File: config.mk
export PLATFORM = sky130hd
export DESIGN_NAME = mdr_mem_ctrl
export DESIGN_NICKNAME = d
export VERILOG_FILES = /design/src/rtl/mdr_mem_ctrl.sv
export SDC_FILE = /design/constraint.sdc
export NUM_CORES = 1
export LEC_CHECK = 0
export ABC_AREA = 1
export BUFFER_PORTS_ARGS = -buffer_cell sky130_fd_sc_hd__buf_4
export CAP_MARGIN = 20
export CORE_MARGIN = 2
export CORE_UTILIZATION = 45
export CTS_CLUSTER_SIZE = 24
export DETAILED_ROUTE_END_ITERATION = 10
export GPL_ROUTABILITY_DRIVEN = 1
export GPL_TIMING_DRIVEN = 0
export PLACE_DENSITY = 0.72
export SLEW_MARGIN = 10
export SYNTH_ARGS = -nofsm -noshare
export SYNTH_HDL_FRONTEND = slang
export SYNTH_SLANG_ARGS = --single-unit
File: constraint.sdc
create_clock -name clock -period 3.8 [get_ports clock]
set_input_delay 0.57 -clock clock [delete_from_list [all_inputs] [get_ports clock]]
set_output_delay 0.57 -clock clock [all_outputs]
set_load 0.01 [all_outputs]
File: src/rtl/mdr_mem_ctrl.sv
// Memory data register with byte/half/word lane steering and a timed
// request/acknowledge handshake towards data memory.
module mdr_mem_ctrl #(
  parameter int DATA_W  = 32,
  parameter int TIMEOUT = 15,
  parameter int CNT_W   = 4
) (
  input  logic                clock,
  input  logic                clear,
  input  logic [DATA_W-1:0]   busmuxout,
  input  logic                mdrin,
  input  logic                rd_start,
  input  logic                wr_start,
  input  logic [1:0]          size,
  input  logic                sign_ext,
  input  logic [1:0]          addr_lo,
  input  logic [DATA_W-1:0]   mem_rdata,
  input  logic                mem_ack,
  output logic                mem_req,
  output logic                mem_we,
  output logic [DATA_W-1:0]   mem_wdata,
  output logic [DATA_W/8-1:0] mem_be,
  output logic [DATA_W-1:0]   q,
  output logic                busy,
  output logic                done,
  output logic                err
);

  localparam int NB = DATA_W / 8;

  localparam logic [1:0] S_IDLE    = 2'd0;
  localparam logic [1:0] S_RD_WAIT = 2'd1;
  localparam logic [1:0] S_WR_WAIT = 2'd2;
  localparam logic [1:0] S_FINISH  = 2'd3;

  localparam logic [CNT_W-1:0] TIMEOUT_CNT = CNT_W'(TIMEOUT);

  logic [1:0]        state;
  logic [1:0]        size_q;
  logic              sext_q;
  logic [1:0]        addr_q;
  logic [CNT_W-1:0]  cnt;
  logic [CNT_W-1:0]  cnt_next;

  logic              start_illegal;
  logic [NB-1:0]     start_be;
  logic [DATA_W-1:0] start_wdata;
  logic [7:0]        rd_byte;
  logic [15:0]       rd_half;
  logic [DATA_W-1:0] rd_ext;

  assign cnt_next = cnt + 1'b1;

  // Alignment rules and lane pattern are decided from the raw start inputs,
  // which are the same values that get latched on the accepting edge.
  always_comb begin
    start_illegal = 1'b0;
    start_be      = '0;
    start_wdata   = q;
    case (size)
      2'b00: begin
        start_be[3:0] = 4'b0001 << addr_lo;
        start_wdata   = {NB{q[7:0]}};
      end
      2'b01: begin
        start_illegal = addr_lo[0];
        start_be[3:0] = addr_lo[1] ? 4'b1100 : 4'b0011;
        start_wdata   = {(NB/2){q[15:0]}};
      end
      2'b10: begin
        start_illegal = (addr_lo != 2'b00);
        start_be[3:0] = 4'b1111;
      end
      default: start_illegal = 1'b1;
    endcase
  end

  always_comb begin
    rd_byte = mem_rdata[7:0];
    case (addr_q)
      2'd1:    rd_byte = mem_rdata[15:8];
      2'd2:    rd_byte = mem_rdata[23:16];
      2'd3:    rd_byte = mem_rdata[31:24];
      default: rd_byte = mem_rdata[7:0];
    endcase
    rd_half = addr_q[1] ? mem_rdata[31:16] : mem_rdata[15:0];
    case (size_q)
      2'b00:   rd_ext = {{(DATA_W-8){sext_q & rd_byte[7]}}, rd_byte};
      2'b01:   rd_ext = {{(DATA_W-16){sext_q & rd_half[15]}}, rd_half};
      default: rd_ext = mem_rdata;
    endcase
  end

  always_ff @(posedge clock) begin
    if (clear) begin
      state     <= S_IDLE;
      q         <= '0;
      mem_req   <= 1'b0;
      mem_we    <= 1'b0;
      mem_wdata <= '0;
      mem_be    <= '0;
      busy      <= 1'b0;
      done      <= 1'b0;
      err       <= 1'b0;
      cnt       <= '0;
      size_q    <= 2'b00;
      sext_q    <= 1'b0;
      addr_q    <= 2'b00;
    end else begin
      done <= 1'b0;
      case (state)
        S_IDLE: begin
          if (rd_start || wr_start) begin
            size_q <= size;
            sext_q <= sign_ext;
            addr_q <= addr_lo;
            err    <= 1'b0;
            busy   <= 1'b1;
            if (start_illegal) begin
              err   <= 1'b1;
              done  <= 1'b1;
              state <= S_FINISH;
            end else begin
              mem_req   <= 1'b1;
              mem_we    <= ~rd_start;
              mem_be    <= start_be;
              mem_wdata <= start_wdata;
              cnt       <= '0;
              state     <= rd_start ? S_RD_WAIT : S_WR_WAIT;
            end
          end else if (mdrin) begin
            q <= busmuxout;
          end
        end
        // An ack in the final allowed cycle wins over the timeout.
        S_RD_WAIT, S_WR_WAIT: begin
          cnt <= cnt_next;
          if (mem_ack) begin
            if (state == S_RD_WAIT) q <= rd_ext;
            mem_req <= 1'b0;
            mem_we  <= 1'b0;
            done    <= 1'b1;
            state   <= S_FINISH;
          end else if (cnt_next == TIMEOUT_CNT) begin
            err     <= 1'b1;
            mem_req <= 1'b0;
            mem_we  <= 1'b0;
            done    <= 1'b1;
            state   <= S_FINISH;
          end
        end
        S_FINISH: begin
          busy  <= 1'b0;
          state <= S_IDLE;
        end
        default: state <= S_IDLE;
      endcase
    end
  end

endmodule

Word level (Yosys, flattened, before mapping)
Cells that the tools add are included.
{ "totals": {"regBits": 84, "latch_bits": 0, "mem_bits_rw": 0, "mem_bits_ro": 0, "input_bits": 75, "out_inout_bits": 73, "word_cells": 94, "n_memories": 0} }
{ "op_classes": {"n_addsub": 1, "mul": 0, "div": 0, "order_cmp": 0, "n_eq_ne": 19, "shifts": 1, "mux": 40, "bitwise": 4, "reduce_logical": 16} }
{ "ops": {"columns": ["cell", "n"], "rows": [
  ["$pmux W32 S2", 3],
  ["$mux W32", 4],
  ["$pmux W8 S3", 1],
  ["$mux W16", 1],
  ["$ne A2 B2 Y1 const B", 8],
  ["$mux W1", 14],
  ["$mux W4", 3],
  ["$pmux W4 S3", 1],
  ["$eq A2 B2 Y1 const B", 5],
  ["$mux W2", 5],
  ["$pmux W1 S2", 5],
  ["$eq A2 B1 Y1 const B", 4],
  ["$pmux W4 S2", 1],
  ["$reduce_and A4 Y1", 2],
  ["$logic_not A2 Y1", 3],
  ["$pmux W2 S3", 1],
  ["$reduce_and A2 Y1", 3],
  ["$reduce_and A3 Y1", 2],
  ["$reduce_bool A2 Y1", 3],
  ["$reduce_and A5 Y1", 1],
  ["$add A4 B1 Y4 const B", 1],
  ["$eq A4 B4 Y1 const B", 1],
  ["$shl A1 B2 Y4 const A", 1],
  ["$ne A3 B3 Y1 const B", 1],
  ["5 further kinds", 7]
]} }

Longest topological paths before layout
{ "logic_depth": {"depth_word": 7, "ltp_mapped": 10, "depth_no_buf": 10} }

Least setup slack after synthesis
Ideal clock, no wire load.
{ "synth_path": {"kind": "register to register", "start": "register state[0]", "end": "register q[30]", "arrival_time_ps": 1463, "slack_ps": 2218, "stages_incl_launch_ff": 8, "path_buffers": 2, "synth_period_minus_slack_ps": 1582, "cell_sequence": "dfxtp_1 > inv_1 > ha_1 > clkbuf_1 > clkbuf_1 > or2_2 > nand2_1 > a21oi_1"} }
{ "synth_between": {"elab_chain_cells": 4, "elab_cells_between_ends": 11, "cone_classes": "eq/ne: 6; mux: 1; reduce/logical: 4"} }
{ "synth_lines": {"columns": ["item", "line_no", "rtl"], "rows": [
  ["start, declared", "38", "logic [1:0] state;"],
  ["start signal, assigned", "129", "state <= rd_start ? S_RD_WAIT : S_WR_WAIT;"],
  ["$eq A2 B1 Y1 / $eq A2 B2 Y1 (equally long branches)", "111, 139", null],
  ["$reduce_or A2 Y1", "111", "case (state)"],
  ["$ne A2 B2 Y1 (no line) / $reduce_bool A2 Y1 (equally long branches)", null, null],
  ["$reduce_and A5 Y1 (no line)", null, null],
  ["end signal, assigned", "132", "q <= busmuxout;"],
  ["end signal, assigned", "139", "if (state == S_RD_WAIT) q <= rd_ext;"],
  ["end, declared", "23", "output logic [DATA_W-1:0] q,"]
]} }
Parallel ways exist; a longest one is shown, timed or not.
A chain may end at the register's enable or synchronous reset.

Worst setup path in the final report
{ "layout_path": {"start": "register state[1]", "end": "register q[5]"} }
The elaborated chain is that of the path after synthesis.

==> out/metrics.yaml <==
crit_fanout: 10
clk_pin_slew_ns: 0.08
rr_startpoint: "state[1]"
fillers: 953
grt_setup_unrepaired: "no"
p_leak_uw: 0.00282
cts_buffer_depth: 2
io_buffers: 147
start_kind: "flip-flop"
dp_hpwl_mm: 12.7
area_growth_pct: 32.8
synth_edf_count: 0
hp-class: "primary input to flip-flop"
synth.most_common_cell: "nand2_1"
r2r-end: "q[5]"
dieArea_mm2: 0.0109
die_y_um: 104
slew_viol_final: 0
drc: 0
num_io_pins: 148
cp.arrival_ns: 2.40
synth.net_count: 728
start_util_pct: 46.3
grt_pass1_vias: 4847
yosys_warnings: 0
drive_above_1_share_pct: 29.4
whs_path_depth: 2
antenna_found_initial: 0
async_flop_share_pct: 0
syn_inst: 648
ys.flop_type: "dfxtp_1"
ctsHtreeMaxLevel: 3
clkLatencyLatePin_ns: 0.36
max_slew_margin_pct: 65.4
critPathLaunch: "state[1]"
cap_violations: 0
synth_top_area_share_pct: 37.2
grt.overflow.total: 0
postPlaceCellArea_mm2: 0.00579
cts_sinks: 84
dieWidth_um: 104
timing.fmax_mhz: 473
insertedDiodeCount: 0
first_pass_iters: 5
cts_root_buffer: "clkbuf_8"
num_rows: 36
setup_viol: 0
finalClockSkew_ns: 0.0146
crit_type: "flip-flop to flip-flop"
reg2reg_depth: 6
cts_setup_buffers: 0
core_mm2: 0.00977
grt_max_degree: 14
postCtsResizedCells: 0
crit_end: "q[5]"
fin_nets: 886
ys_ff_latch: 84
irDropWorstVdd_uv: 394
route.final.wire_length_mm: 16.2
tightest_slew_ns: 0.519
ant_nets: 0
hold_buffers: 0
vias: 5208
drt-initial-drc-count: 385
synthTopCellsByArea: "dfxtp_1, nand2_1, o21ai_0, a21oi_1, nand3_1"
finalCritPeriodShare_pct: 55.7
tritoncts: "yes"
r2r_slack_ns: 1.68
yosysUniqueCellTypes: 33
grt_pass1_wl_mm: 25.7
synth_area_mm2: 0.00452
syn_avg_cell_area_um2: 6.98
hold_viol: 0
synth_area_leader_cell: "dfxtp_1"
ys_seq_area_share_pct: 37.2
synthTopCellsByCount: "nand2_1, dfxtp_1, o21ai_0"
via_per_inst: 5.52
fin_crit_ns: 2.12
powerDensity_mw_per_mm2: 869
status: "complete, no violations"
gp_congestion: 0.962
routedWlPerCell_um: 17.2
cts_inserted_buffers: 9
globalRouteTotalUtil_pct: 29.7
critPathRequiredTime_ns: 4.08
critical_path.endpoint_type: "flip-flop"
final_area_mm2: 0.00601
fin_tns_setup_ns: 0
## power breakdown
group          switching, uW  internal, uW  total [uW]
logic                   1750          1210        2960
clock network            327           385         712
registers                352          1190        1550
## sequential cells by signal, indices dropped and copies added (netlist names), 2 cells and up
| register | flops |
|---|---|
| state | 2 |
| addr_q | 2 |
| cnt | 4 |
| mem_be | 4 |
| size_q | 2 |
| q | 32 |
| mem_wdata | 32 |
## cells in the final DEF (no fill, tap or decap), types with 2 or more instances in the layout
cell type | synthesis | layout
buf_4 | 13 | 160
nor2_1 | 48 | 48
bufinv_16 | 0 | 2
clkbuf_8 | 0 | 10
o211ai_1 | 14 | 14
buf_6 | 7 | 7
nor3_1 | 5 | 5
a31oi_1 | 16 | 16
o21ai_1 | 10 | 10
o21ai_0 | 75 | 75
nand3_1 | 44 | 44
inv_1 | 22 | 22
inv_2 | 5 | 5
a22oi_1 | 9 | 9
clkbuf_1 | 21 | 22
a21oi_1 | 69 | 69
buf_2 | 11 | 11
dfxtp_1 | 84 | 84
nand2_1 | 136 | 136
or2_2 | 32 | 32
nor2_2 | 3 | 3
a211oi_1 | 7 | 7
ha_1 | 5 | 5
## per-stage QoR
| stage | power [uW] | setup slack (ns) | util, % | instances | hold slack, ns |
|---|---|---|---|---|---|
| floorplan | 3320 | 2.22 | - | 648 | 0.451 |
| global placement | 4440 | 1.75 | 59.3 | 928 | 0.448 |
| detailed placement | 4480 | 1.72 | 59.3 | 928 | 0.454 |
| CTS | 5190 | 1.71 | 61.5 | 943 | 0.443 |
| global route | 5590 | 1.52 | 61.5 | 943 | 0.432 |
| finish | 5220 | 1.68 | 61.5 | 943 | 0.443 |
## area by class of cell
| type | count | area, um2 | share of cell area [%] |
|---|---|---|---|
| well taps | 133 | 166 | 2.77 |
| inverters | 27 | 101 | 1.69 |
| flip-flops and latches | 84 | 1680 | 28.0 |
| clock inverters | 4 | 73.8 | 1.23 |
| plain buffers | 53 | 314 | 5.23 |
| clock buffers | 11 | 141 | 2.35 |
| multi-input cells | 484 | 2430 | 40.4 |
| repair buffers | 147 | 1100 | 18.4 |
## metal layers
layer  vias up  GRT usage (%)  share of wire [%]
met4         0           9.17                2.6
met5         -              0                  0
met3        37           5.08                8.3
met1      2379           41.2                 44
li1       2515              -                  -
met2       277           47.3                 45
## how the worst min path moves through the flow
stage / end / from / slack, ns
3_3_place_gp: err / err / 0.45
4_1_cts: cnt[3] / clear / 0.44
6_report: mem_req / clear / 0.44
2_1_floorplan: state[0] / state[0] / 0.45
5_1_grt: mem_req / clear / 0.43
3_5_place_dp: mem_req / mem_req / 0.45
## cell families (layout without fill, tap and decap cells)
| group | count (synthesis) | in the layout | synth area share, % |
|---|---|---|---|
| xor gates and xnor gates | 1 | 1 | 0.194 |
| and+or+nand+nor | 273 | 273 | 26.7 |
| buffers and inverters | 80 | 242 | 9.18 |
| DFF | 84 | 84 | 37.2 |
| AOI/OAI and AO/OA | 205 | 205 | 25.4 |
| adders and majority gates | 5 | 5 | 1.38 |
## critical path, stage by stage (launching register included)
cell,delay [ns]
dfxtp_1,0.37
inv_1,0.08
ha_1,0.31
clkbuf_1,0.38
clkbuf_1,0.46
o211ai_1,0.25
a21oi_1,0.20
Note: power is estimated with default switching activity, not from simulation.
